$ cat src/rtl/register_file_p.sv
// Register file with two registered read ports, one write port, per-entry written tracking
// and an FSM-driven clear sweep. Define REGFILE_BYPASS_EN to forward same-edge writes to reads.
module register_file_p #(
   parameter int DATA_W = 8,
   parameter int ADDR_W = 3
) (
   input  logic              clk,
   input  logic              rst,
   input  logic              rd_en1,
   input  logic [ADDR_W-1:0] rd_addr1,
   input  logic              rd_en2,
   input  logic [ADDR_W-1:0] rd_addr2,
   input  logic              wr_en,
   input  logic [ADDR_W-1:0] wr_addr,
   input  logic [DATA_W-1:0] wr_data,
   input  logic              clr,
   output logic [DATA_W-1:0] rd_out1,
   output logic [DATA_W-1:0] rd_out2,
   output logic              rd_valid1,
   output logic              rd_valid2,
   output logic              rd_stale1,
   output logic              rd_stale2,
   output logic              wr_success,
   output logic              busy
);

   localparam int DEPTH = 2 ** ADDR_W;

   typedef enum logic {
      IDLE  = 1'b0,
      CLEAR = 1'b1
   } state_t;

   state_t            state_q, state_d;
   logic [ADDR_W-1:0] idx_q, idx_d;
   logic              wr_accept;
   logic              sweep;
   logic              hit1, hit2;

   logic [DATA_W-1:0] mem [DEPTH];
   logic [DEPTH-1:0]  written;

   always_ff @(posedge clk) begin
      if (rst) begin
         state_q <= IDLE;
         idx_q   <= '0;
      end else begin
         state_q <= state_d;
         idx_q   <= idx_d;
      end
   end

   // A clr in IDLE wins over a same-cycle write; in CLEAR both wr_en and clr are ignored.
   always_comb begin
      state_d   = state_q;
      idx_d     = idx_q;
      wr_accept = 1'b0;
      sweep     = 1'b0;
      unique case (state_q)
         IDLE: begin
            if (clr) begin
               state_d = CLEAR;
               idx_d   = '0;
            end else begin
               wr_accept = wr_en;
            end
         end
         CLEAR: begin
            sweep = 1'b1;
            idx_d = idx_q + 1'b1;
            if (&idx_q) state_d = IDLE;
         end
         default: state_d = IDLE;
      endcase
   end

   assign busy = (state_q == CLEAR);

   always_ff @(posedge clk) begin
      if (rst) begin
         for (int i = 0; i < DEPTH; i++) mem[i] <= '0;
         written <= '0;
      end else if (sweep) begin
         mem[idx_q]     <= '0;
         written[idx_q] <= 1'b0;
      end else if (wr_accept) begin
         mem[wr_addr]     <= wr_data;
         written[wr_addr] <= 1'b1;
      end
   end

`ifdef REGFILE_BYPASS_EN
   always_comb begin
      hit1 = wr_accept && (wr_addr == rd_addr1);
      hit2 = wr_accept && (wr_addr == rd_addr2);
   end
`else
   always_comb begin
      hit1 = 1'b0;
      hit2 = 1'b0;
   end
`endif

   // rd_validN and wr_success are single-cycle pulses with no back-pressure: a request
   // sampled on edge N is always served and reported in the cycle following edge N.
   always_ff @(posedge clk) begin
      if (rst) begin
         rd_out1    <= '0;
         rd_out2    <= '0;
         rd_valid1  <= 1'b0;
         rd_valid2  <= 1'b0;
         rd_stale1  <= 1'b0;
         rd_stale2  <= 1'b0;
         wr_success <= 1'b0;
      end else begin
         rd_valid1  <= rd_en1;
         rd_valid2  <= rd_en2;
         wr_success <= wr_accept;
         if (rd_en1) begin
            rd_out1   <= hit1 ? wr_data : mem[rd_addr1];
            rd_stale1 <= hit1 ? 1'b0 : ~written[rd_addr1];
         end
         if (rd_en2) begin
            rd_out2   <= hit2 ? wr_data : mem[rd_addr2];
            rd_stale2 <= hit2 ? 1'b0 : ~written[rd_addr2];
         end
      end
   end

endmodule

$ cat config.mk
export PLATFORM = sky130hd
export DESIGN_NAME = register_file_p
export DESIGN_NICKNAME = d
export VERILOG_FILES = /design/src/rtl/register_file_p.sv
export SDC_FILE = /design/constraint.sdc
export NUM_CORES = 1
export LEC_CHECK = 0
export CAP_MARGIN = 10
export CORE_MARGIN = 1.5
export CORE_UTILIZATION = 50
export DETAILED_ROUTE_END_ITERATION = 16
export GPL_TIMING_DRIVEN = 0
export HOLD_SLACK_MARGIN = 0.05
export PLACE_DENSITY = 0.71
export SYNTH_ARGS = -nofsm -noshare
export SYNTH_HDL_FRONTEND = slang
export SYNTH_SLANG_ARGS = --single-unit
$ cat constraint.sdc
create_clock -name clk -period 4.6 [get_ports clk]
set_clock_uncertainty 0.1 [all_clocks]
set_input_delay 1.38 -clock clk [delete_from_list [all_inputs] [get_ports clk]]
set_output_delay 1.38 -clock clk [all_outputs]
set_load 0.03 [all_outputs]
* Word-level counts from Yosys, hierarchy flattened
Memory sizes are Yosys's and may differ from the RTL's. A register that Yosys moved wholly into a read port is not among the register bits.
Cells that the tools add are included.
** Storage, ports and cells
- Register bits after elaboration :: 17
- Memory bits (writable) :: 64
- Input bits :: 23
- Output and inout bits :: 22
- Logic and storage cells :: 62
- Memories :: 1
** Memories
- mem :: words 8, bits a word 8, rd ports 2, clocked after Yosys merged registers in 2, wr ports 8, RTL line 40 : logic [DATA_W-1:0] mem [DEPTH];
** Cells by class
- Add/subtract/negate cells :: 1
- Order comparisons :: 6
- Eq/ne operators :: 1
- Muxes and demuxes :: 33
- Bitwise gates (word level) :: 6
- Reductions and logical operators :: 6
** Operators by type and width (count)
- 8-bit 2-to-1 mux :: 4
- 1-bit 2-to-1 mux :: 20
- 3-bit by 4-bit < comparator with 1-bit output (second input constant) :: 4
- 8-bit OR reduction :: 2
- 3-bit 2-to-1 mux :: 3
- 8-bit bitwise AND :: 1
- 8-bit NOT :: 1
- 8-bit bitwise OR :: 1
- 1-bit binary-select mux with 3-bit select :: 2
- 1-bit demux with 3-bit select :: 2
- 3-bit by 1-bit greater-or-equal comparator with 1-bit output (second input constant) :: 2
- 3-bit case mux with 2 select lines :: 1
- 3-bit by 1-bit adder with 3-bit output (second input constant) :: 1
- 1-bit NOT :: 3
- 3-bit AND reduction :: 1
- 1-bit logical AND :: 2
- 2-bit != test (second input constant) :: 1
- 1-bit case mux with 2 select lines :: 1
- 2-bit nonzero test :: 1

* Depth between registers and ports, before layout
Gate-level depths: netlist of run 1.
- Depth in word-level cells :: 8
- Mapped depth :: 7
- Mapped depth without buffers :: 4

* Worst setup path after synthesis of run 1
Ideal clock, no wire load.
- Path kind :: in2reg
- From :: input port clr
- To :: memory mem[0][0] (enable)
- Library setup time :: 0.334 ns
- Arrival time :: 2.900 ns
- Required time :: 4.166 ns
- Path slack :: 1.266 ns
- Stages on the path :: 5
- Buffers on the path :: 1
- Cell sequence :: buf_6 -> nor4b_4 -> mux2i_2 -> nand3_4 -> nand2b_1
** RTL lines
- start: declaration :: RTL line 16 : input logic clr,
- end: declaration :: RTL line 40

==> results.txt, run 1 <==
The run finished with clean final reports. In this design, the stage delay of the slowest critical-path cell is 0.55 ns. The required time of the worst setup path came out at 4.51 ns. The vertical die dimension is 102 um. The min-delay analysis places its worst path in the category reg -> reg. The post-synthesis instance total is between 400 and 500. Of all nets on the critical path, the largest fanout is 10.

Summed over all failing endpoints, the final setup total negative slack is 0 ns. The source-to-sink clock delay at the later pin of the worst-skew pair came out at 0.37 ns. The number of distinct library cells after synthesis is 39. The net count reported at finish came out at between 400 and 500. The power share of the clock group is 0.307. The initial DRC count is approximately 260.

The average wire length per cell after detail routing is around 19 um. Of the cells placed in the final design, the portion with a size suffix greater than 1 is 0.165. The initialized floorplan defines 36 standard-cell rows. The largest voltage drop on the vdd net is 0.199 mV. The critical path launch point type is an input port. The average footprint of a synthesized cell came out at 11.8 um2. The antenna cell count came out at 0.

The wire length of the first global-routing pass is roughly 18,000 um. The CTS tree is yes. The clock net in this run drives a total of between 90 and 100 sinks. Setup repair after global routing left no endpoint under its margin. The first detailed-routing pass took 5 iterations. The count of hold-fix buffers inserted at cts came out at 0. The logic gate share of total power came out at 0.152.

In this run the clock root is driven by a sky130_fd_sc_hd__clkbuf_8. The adder and majority gate portion of the synthesized area is 0.00507. The number of cells on the worst reg-to-reg path is 6. Walking the worst path, the cells encountered are clkdlybuf4s50_1, nor4b_4, buf_6, mux2i_4, nand3_4, nand2b_1.

The sequential-to-total area share from yosys stat came out at 0.524. The fraction of registers with async set or reset after synthesis came out at 0. The number of failing hold endpoints at the final stage is 0. The area of the mapped netlist is just under 5000 um2. The DRC violations left is 0. The XOR/XNOR share of the synthesized area came out at 0. The count of buffers inserted at the top-level ports came out at 38. The initial antenna violation count was 0. The part of the total power dissipated in sequential elements is 0.541. The share of the core filled with cells came out at 0.586. The multiplexer fraction of the synthesized cell area is 0.166.

The number of global-route vias before repair is roughly 3.4k. The worst setup path startpoint is wr_en. The layout overhead on the synthesized area came out at 15.0%. Measured against its own limit, the worst slew margin works out to 0.435.

The number of buffers on the longest clock path came out at 2. Entering global routing, the biggest net connects 17 pins. The cell type of the slowest stage on the worst timing path is sky130_fd_sc_hd__clkdlybuf4s50_1.

The startpoint identified for the worst register-to-register timing path is busy. The switching power summed over all nets is 0.486 mW. The number of buffers created by CTS is 9. At the worst endpoint, the arrival time is 3.64 ns.

By area, the combinational part of the netlist is dominated by multiplexers. The standard cell area after detailed placement came out at 5480 um2. The slew at the pin closest to its max-slew limit is 0.845 ns. The number of enable flip-flop cells after synthesis came out at 64.

The post-synth net total came out at between 400 and 500. The die covers 10,500 um2. The simple logic cell fraction of the synthesized area came out at 0.152. The time the worst path needs with I/O delays and setup came out at 3.73 ns.

The number of buffer and inverter instances along the worst setup path is 2. After detailed routing, the total wire length is roughly 12,000 um. The detailed router placed roughly 3.5k vias in this run. The ratio of final minimum period to clock period is 0.811. Dividing the detail-routed via count by the number of cells gives 5.82. The core region area came out at between 9000 and 10,000 um2. The worst hold path was traced through 2 stages. The total global routing track utilization is 0.239. The initial standard-cell utilization of the core is 0.509. From left edge to right edge, the die measures between 100 and 150 um.

The analysis attributes to cell leakage a power of 1.97 nW. The total number of yosys warnings came out at 0. The total number of cells along the worst setup path came out at 6. The total congestion overflow after global routing came out at 0. The final number of max-transition violations is 0. The global placer's final weighted congestion came out at slightly below 0.9. The most common flop cell mapped by yosys is sky130_fd_sc_hd__edfxtp_1.

The number of buffers inserted by post-CTS setup repair came out at 0. During I/O placement, the number of pins put on the boundary was 45. The cell taking the most area after synthesis is sky130_fd_sc_hd__edfxtp_1.

Dividing total power by cell area gives a power density of 322 nW/um2. The share of the synthesized area in the top cell type came out at 0.390. The worst setup path is captured at a register. Once detail routing completed, the nets flagged for antenna violations numbered 0. The H-tree generated during clock tree synthesis spans 3 levels. The proportion of total power due to net switching came out at 0.266. The finished cells cover about 5700 um2.

The highest achievable clock rate came out at about 270 MHz. By area the synthesized netlist is led by sky130_fd_sc_hd__edfxtp_1, sky130_fd_sc_hd__dfxtp_1, sky130_fd_sc_hd__mux2_2, sky130_fd_sc_hd__mux2i_1, sky130_fd_sc_hd__nor2_1. The clock edge transition at the registers on the reported setup and hold paths is about 0.08 ns.

The kind of cell adding the most delay to the critical path is simple AND/OR/NAND/NOR gates. The number of max-capacitance violations reported is 0. The compound-gate portion of the synthesized area came out at 0.116.

The internal power of the cells came out at around 1.3 mW. The final count of negative-setup-slack endpoints came out at 0. By count the netlist is led by sky130_fd_sc_hd__nor2_1, sky130_fd_sc_hd__edfxtp_1, sky130_fd_sc_hd__mux2i_1. The category of the most critical setup path is in -> reg. Summed over all nets, the half-perimeter wirelength after detailed placement is between 8000 and 9000 um. sky130_fd_sc_hd__nor2_1 is the most common cell in the netlist. Post-CTS repair changed the size of 0 cells.

In this run, synthesis produced a sequential element count of 97. In this run the most critical hold path is launched from rd_out1[1].
## sequential cells by signal (all words and copies together), names as in the netlist
register	cells
mem	64
rd_out1	8
rd_out2	8
written	8
idx_q	3
busy	1
rd_stale1	1
rd_stale2	1
rd_valid1	1
rd_valid2	1
wr_success	1
## per-layer routing
layer,track usage,share of wire
met5,0,0
met3,0.0369,0.059
met2,0.406,0.48
met4,0.0875,0.018
met1,0.310,0.44
## kinds of logic (layout without fill, tap and decap cells)
kind of cell	count (synthesis)	in the layout
muxes	75	75
and+or+nand+nor	142	142
AOI/OAI and AO/OA	76	76
adders and majority gates	2	2
buffers and inverters	27	81
DFF	97	97
## final cells by class
cell class                      count  area, um2
Multi-Input combinational cell    295       2170
Clock buffer                       11        131
Timing Repair Buffer               38        380
Sequential cell                    97       2580
Buffer                             26        175
Inverter                            1       3.75
Clock inverter                      5       63.8
Tap cell                          133        166
Fill cell                         812       4010
## placed cells by master, fill, tap and decap left out, types with 2 or more instances in the layout
master	instances
sky130_fd_sc_hd__ha_1	2
sky130_fd_sc_hd__o221ai_1	3
sky130_fd_sc_hd__a21oi_1	12
sky130_fd_sc_hd__nand2b_1	9
sky130_fd_sc_hd__nor3b_1	2
sky130_fd_sc_hd__inv_6	2
sky130_fd_sc_hd__nand2_1	13
sky130_fd_sc_hd__a311oi_1	6
sky130_fd_sc_hd__buf_4	2
sky130_fd_sc_hd__nor2b_1	8
sky130_fd_sc_hd__mux2_2	34
sky130_fd_sc_hd__nand3_4	8
sky130_fd_sc_hd__o22ai_1	14
sky130_fd_sc_hd__mux2_4	2
sky130_fd_sc_hd__clkbuf_8	9
sky130_fd_sc_hd__clkbuf_1	12
sky130_fd_sc_hd__a211oi_1	21
sky130_fd_sc_hd__clkdlybuf4s50_1	38
sky130_fd_sc_hd__a221o_1	13
sky130_fd_sc_hd__edfxtp_1	64
sky130_fd_sc_hd__mux2i_1	37
sky130_fd_sc_hd__buf_2	2
sky130_fd_sc_hd__nor2_1	93
sky130_fd_sc_hd__a22oi_1	3
sky130_fd_sc_hd__dfxtp_1	33
sky130_fd_sc_hd__nor4bb_1	2
sky130_fd_sc_hd__buf_6	9
sky130_fd_sc_hd__buf_1	3
## worst register-to-register path: cells and delay by family, from the launching register on
family / cells / cell delay (ns)
buffers and inverters: 2 / 0.35
flip-flops: 1 / 0.33
multiplexers: 1 / 0.39
AND/OR/NAND/NOR: 3 / 1.13
## power by group through the flow
stage	sequential, mW	combinational [mW]	clock (mW)
2_1_floorplan	1.03	0.153	0
5_1_grt	0.992	0.295	0.600
3_3_place_gp	1.00	0.273	0
6_report	0.988	0.278	0.560
3_5_place_dp	1.01	0.276	0
4_1_cts	0.987	0.277	0.563
## path summary, 6_finish.rpt
check                             endpoint  slack (ns)
worst min register to register  rd_out1[1]        0.39
worst min-delay path            rd_out1[1]        0.39
worst max-delay path             mem[2][5]        0.87
worst max register to register   mem[2][5]        1.93
## per-stage QoR
| step | total power, mW | hold WS, ns | setup slack [ns] | std cells |
|---|---|---|---|---|
| after floorplan | 1.18 | 0.368 | 1.27 | 419 |
| after global placement | 1.28 | 0.378 | 0.528 | 590 |
| after detailed placement | 1.28 | 0.381 | 0.497 | 590 |
| after CTS | 1.83 | 0.394 | 0.888 | 606 |
| after global routing | 1.89 | 0.416 | 0.780 | 606 |
| final | 1.83 | 0.391 | 0.870 | 606 |
Power figures use the tool's default switching activity.
==> run 2, diff against run 1 <==
==> constraint.sdc (replaced) <==
create_clock -name clk -period 3.77 [get_ports clk]
set_clock_uncertainty 0.1 [all_clocks]
set_input_delay 1.131 -clock clk [delete_from_list [all_inputs] [get_ports clk]]
set_output_delay 1.131 -clock clk [all_outputs]
set_load 0.03 [all_outputs]
==> results of run 2 <==
The final DEF is identical to that of run 1. Status: finished, final reports clean.
Main changes from that run: setup slack after placement 0.497 ns -> -0.0838 ns; setup slack after layout 0.870 ns -> 0.289 ns; register-to-register setup slack 1.93 ns -> 1.10 ns; total power 1.83 mW -> 2.23 mW; worst IR drop on VDD 0.199 mV -> 0.243 mV
==> run 3, diff against run 2 <==
--- a/config.mk
+++ b/config.mk
@@ -5,6 +5,7 @@
 export SDC_FILE = /design/constraint.sdc
 export NUM_CORES = 1
 export LEC_CHECK = 0
+export ABC_AREA = 1
 export CAP_MARGIN = 10
 export CORE_MARGIN = 1.5
 export CORE_UTILIZATION = 50
==> run 3 against run 2 <==
  * Final cell count up 45%
  * Non-clock buffer count is 3 higher
  * Sequential power hardly changed
  * Critical path depth up 1
  * Combinational power is 16% higher
  * Routed wire length grew 40%
  * Via count grew 42%
  * Critical endpoint is now mem[1][4]
  * Highest routed layer unchanged
==> results.txt, run 3 <==
The number of global-route vias before repair is 4,656 (was 3,386). The initial DRC count is 648 (was 259). The final worst-path setup slack is 0.632 ns (was 0.289 ns). The number of buffers created by CTS came out at 9 (unchanged). The total congestion overflow after global routing is 0 (unchanged). The layout overhead on the synthesized area is 14.0% (was 15.0%). The required time of the worst setup path is 3.71 ns (was 3.68 ns).

The count of hold-fix buffers inserted at cts is 0 (unchanged). The final count of negative-setup-slack endpoints is 0 (unchanged). The most common library cell in the layout ignoring fill and taps is sky130_fd_sc_hd__nand2_1 (was sky130_fd_sc_hd__nor2_1). The source-to-sink clock delay at the later pin of the worst-skew pair came out at 0.38 ns (was 0.37 ns). The worst slack after detailed placement is 0.254 ns (was -0.0838 ns). The post-synth net total came out at 716 (was 444). Commonest cells after routing, fill and taps aside: sky130_fd_sc_hd__nand2_1, sky130_fd_sc_hd__nand3_1, sky130_fd_sc_hd__inv_1, sky130_fd_sc_hd__nor2_1, sky130_fd_sc_hd__edfxtp_1 (was sky130_fd_sc_hd__nor2_1, sky130_fd_sc_hd__edfxtp_1, sky130_fd_sc_hd__clkdlybuf4s50_1, sky130_fd_sc_hd__mux2i_1, sky130_fd_sc_hd__mux2_2).

The cell taking the most area after synthesis is sky130_fd_sc_hd__edfxtp_1 (unchanged). The count of antenna-violating nets left after detailed routing came to 0 (unchanged). The category of the most critical setup path is in -> reg (unchanged).

The die span in x was 105 um (was 102 um). The sequential-to-total area share from yosys stat is 0.495 (was 0.524). The fraction of layout cells with a size suffix above 1 came to 0.0647 (was 0.165).

The biggest fanout along the worst timing path is 9 (was 10). The relative slew slack is 0.550 (was 0.435). The number of enable flip-flop cells after synthesis is 64 (unchanged). The proportion of total power due to net switching is 0.282 (was 0.266). The total global routing track utilization is 0.311 (was 0.239).

The DRC violations left came out at 0 (unchanged). The time the worst path needs with I/O delays and setup came out at 3.14 ns (was 3.48 ns). The internal power of the cells came out at 1.67 mW (was 1.64 mW). The power density relative to cell area is 392 nW/um2 (was 393 nW/um2). The slew at the pin closest to its max-slew limit was 0.674 ns (was 0.845 ns).

Status: finished, final reports clean (unchanged). The setup total negative slack came out at 0 ns (unchanged). The power share of the clock group is 0.317 (was 0.307). Cell types with the largest area share after synthesis: sky130_fd_sc_hd__edfxtp_1, sky130_fd_sc_hd__nand2_1, sky130_fd_sc_hd__dfxtp_1, sky130_fd_sc_hd__nand3_1, sky130_fd_sc_hd__inv_1 (was sky130_fd_sc_hd__edfxtp_1, sky130_fd_sc_hd__dfxtp_1, sky130_fd_sc_hd__mux2_2, sky130_fd_sc_hd__mux2i_1, sky130_fd_sc_hd__nor2_1).

The total instance count after detailed placement is 862 (was 590). The number of buffers on the longest clock path is 2 (unchanged). The leakage component of the power is 2.55 nW (was 1.97 nW). The maximum single-stage delay on the critical path came out at 0.51 ns (was 0.55 ns).

The core region area is 10,200 um2 (was 9680 um2). The wire length of the first global-routing pass came out at 25,500 um (was 18,200 um). The number of buffers inserted by post-CTS setup repair is 0 (unchanged).

The class of the most critical hold timing path is reg -> reg (unchanged). The H-tree level count came out at 3 (unchanged). The share of the core filled with cells is 0.581 (was 0.586). The master cell of the clock root buffer is sky130_fd_sc_hd__clkbuf_8 (unchanged). The total power came out at 2.33 mW (was 2.23 mW). The net count reported at finish came out at 762 (was 493). The post-synthesis sequential element count is 97 (unchanged).

The layout filler cell count was 959 (was 812). The final number of max-transition violations is 0 (unchanged). The worst endpoint data arrival time came to 3.07 ns (was 3.39 ns).

The tightest hold margin is 0.400 ns (was 0.391 ns). The flip-flop count of the largest register after layout was 64 (unchanged). The HPWL after detailed placement is 11,900 um (was 8750 um). The standard-cell row count came out at 37 (was 36). The post-route non-filler standard cell count is 878 (was 606).

The I/O pin count is 45 (unchanged). The logic gate share of total power is 0.168 (was 0.152). The initial standard-cell utilization of the core is 0.510 (was 0.509). The average wire length per cell after detail routing came out at 18.8 um (was 19.4 um). The highest achievable clock rate came out at 319 MHz (was 287 MHz). The critical path launch point type is an input port (unchanged). The cell type with the highest occurrence count on the critical path is sky130_fd_sc_hd__nand2_1. The number of distinct library cells after synthesis is 29 (was 39).

The worst reg-to-reg setup slack is 1.48 ns (was 1.10 ns). The first-pass iteration count of the detailed router is 6 (was 5). The fraction of registers with async set or reset after synthesis was 0 (unchanged). The cell with the most instances after synthesis is sky130_fd_sc_hd__nand2_1 (was sky130_fd_sc_hd__nor2_1). The most common flop cell mapped by yosys is sky130_fd_sc_hd__edfxtp_1 (unchanged). Unrepaired setup endpoints after global routing: no (unchanged). The register area is 2580 um2 (unchanged). The post-synthesis instance total is 691 (was 419). The number of max-capacitance violations reported is 0 (unchanged).

The standard cell area after detailed placement came out at 5740 um2 (was 5480 um2). The count of buffers inserted at the top-level ports came to 35 (was 38). The area of the mapped netlist came out at 5220 um2 (was 4930 um2). The part of the total power dissipated in sequential elements came out at 0.515 (was 0.541). The element type at the critical path end is a register (unchanged).

The largest net degree at the start of global routing is 16 (was 17). The average footprint of a synthesized cell came out at 7.55 um2 (was 11.8 um2). The share of the synthesized area in the top cell type was 0.368 (was 0.390). The initial antenna violation count came out at 0 (unchanged). The number of gates resized after CTS is 0 (unchanged). The floorplan die area came to 11,100 um2 (was 10,500 um2).

The ratio of final minimum period to clock period is 0.832 (was 0.923). The cell area after layout came out at 5950 um2 (was 5670 um2). Top cell types by occurrence after synthesis: sky130_fd_sc_hd__nand2_1, sky130_fd_sc_hd__nand3_1, sky130_fd_sc_hd__inv_1 (was sky130_fd_sc_hd__nor2_1, sky130_fd_sc_hd__edfxtp_1, sky130_fd_sc_hd__mux2i_1).

The total number of yosys warnings was 0 (unchanged). The antenna cell count is 0 (unchanged). The CTS tree is yes (unchanged).

The cell type of the slowest stage on the worst timing path was sky130_fd_sc_hd__clkdlybuf4s50_1 (unchanged). The clock edge transition at the registers on the reported setup and hold paths came to 0.09 ns (was 0.08 ns). Critical-path cell list: clkdlybuf4s50_1, inv_2, o21ai_2, nand2_1, a21oi_4, nand2_4, nand2_1 (was clkdlybuf4s50_1, nor4b_4, buf_6, mux2i_4, nand3_4, nand2b_1). The footprint of the multi-input gates came out at 2150 um2 (was 2170 um2). The clock sink count was 97 (unchanged). The detail-routed via count per cell is 5.70 (was 5.82). The number of vias in the routed layout came out at 5,001 (was 3,526). The number of failing hold endpoints at the final stage is 0 (unchanged). The total routed wirelength came out at 16,500 um (was 11,700 um). The largest voltage drop on the vdd net came out at 0.201 mV (was 0.243 mV). The global placer's final weighted congestion came out at 0.989 (was 0.865). The register with the most flip-flops was mem (unchanged). The switching power summed over all nets came out at 0.658 mW (was 0.592 mW). The vertical die dimension was 105 um (was 102 um).
==> run 3: path summary, 6_finish.rpt <==
path | start | endpoint | depth (start not counted)
worst max-delay path | wr_en | mem[1][4] | 7
worst min-delay path | written[1] | written[1] | 2
worst max register to register | busy | mem[1][4] | 7
worst min register to register | written[1] | written[1] | 2
==> run 3: area by class of cell <==
type	count	share of cell area
Clock inverter	5	0.0135
Clock buffer	11	0.0221
Sequential cell	97	0.434
Multi-Input combinational cell	473	0.361
Inverter	89	0.0562
Tap cell	136	0.0286
Buffer	32	0.0255
Timing Repair Buffer	35	0.0589
==> run 3: power by group through the flow <==
stage          logic (mW)  clock network, mW  registers [mW]
3_3_place_gp        0.379                  0            1.22
4_1_cts             0.385              0.742            1.20
3_5_place_dp        0.383                  0            1.23
6_report            0.393              0.738            1.20
2_1_floorplan       0.208                  0            1.25
5_1_grt             0.425              0.777            1.21
==> run 3: critical path: cells and delay by family <==
kind                   cells  cell delay (ns)
AO/OA/AOI/OAI              2             0.60
AND/OR/NAND/NOR            3             0.73
buffers and inverters      2             0.59
==> run 3: cells by family (layout without fill, tap and decap cells) <==
family / count (synthesis) / after routing / share of synthesized area
simple gates: 413 / 413 / 0.345
buf+inv: 121 / 172 / 0.0931
flops: 97 / 97 / 0.495
compound gates: 58 / 58 / 0.0624
fa+ha+maj: 2 / 2 / 0.00480
==> run 3: per-layer routing <==
layer / global-route usage / vias up / part of all wire
met5: 0 / - / 0
met4: 0.164 / 0 / 0.036
met3: 0.0630 / 41 / 0.10
met2: 0.471 / 320 / 0.45
met1: 0.419 / 2327 / 0.41
li1: - / 2313 / -
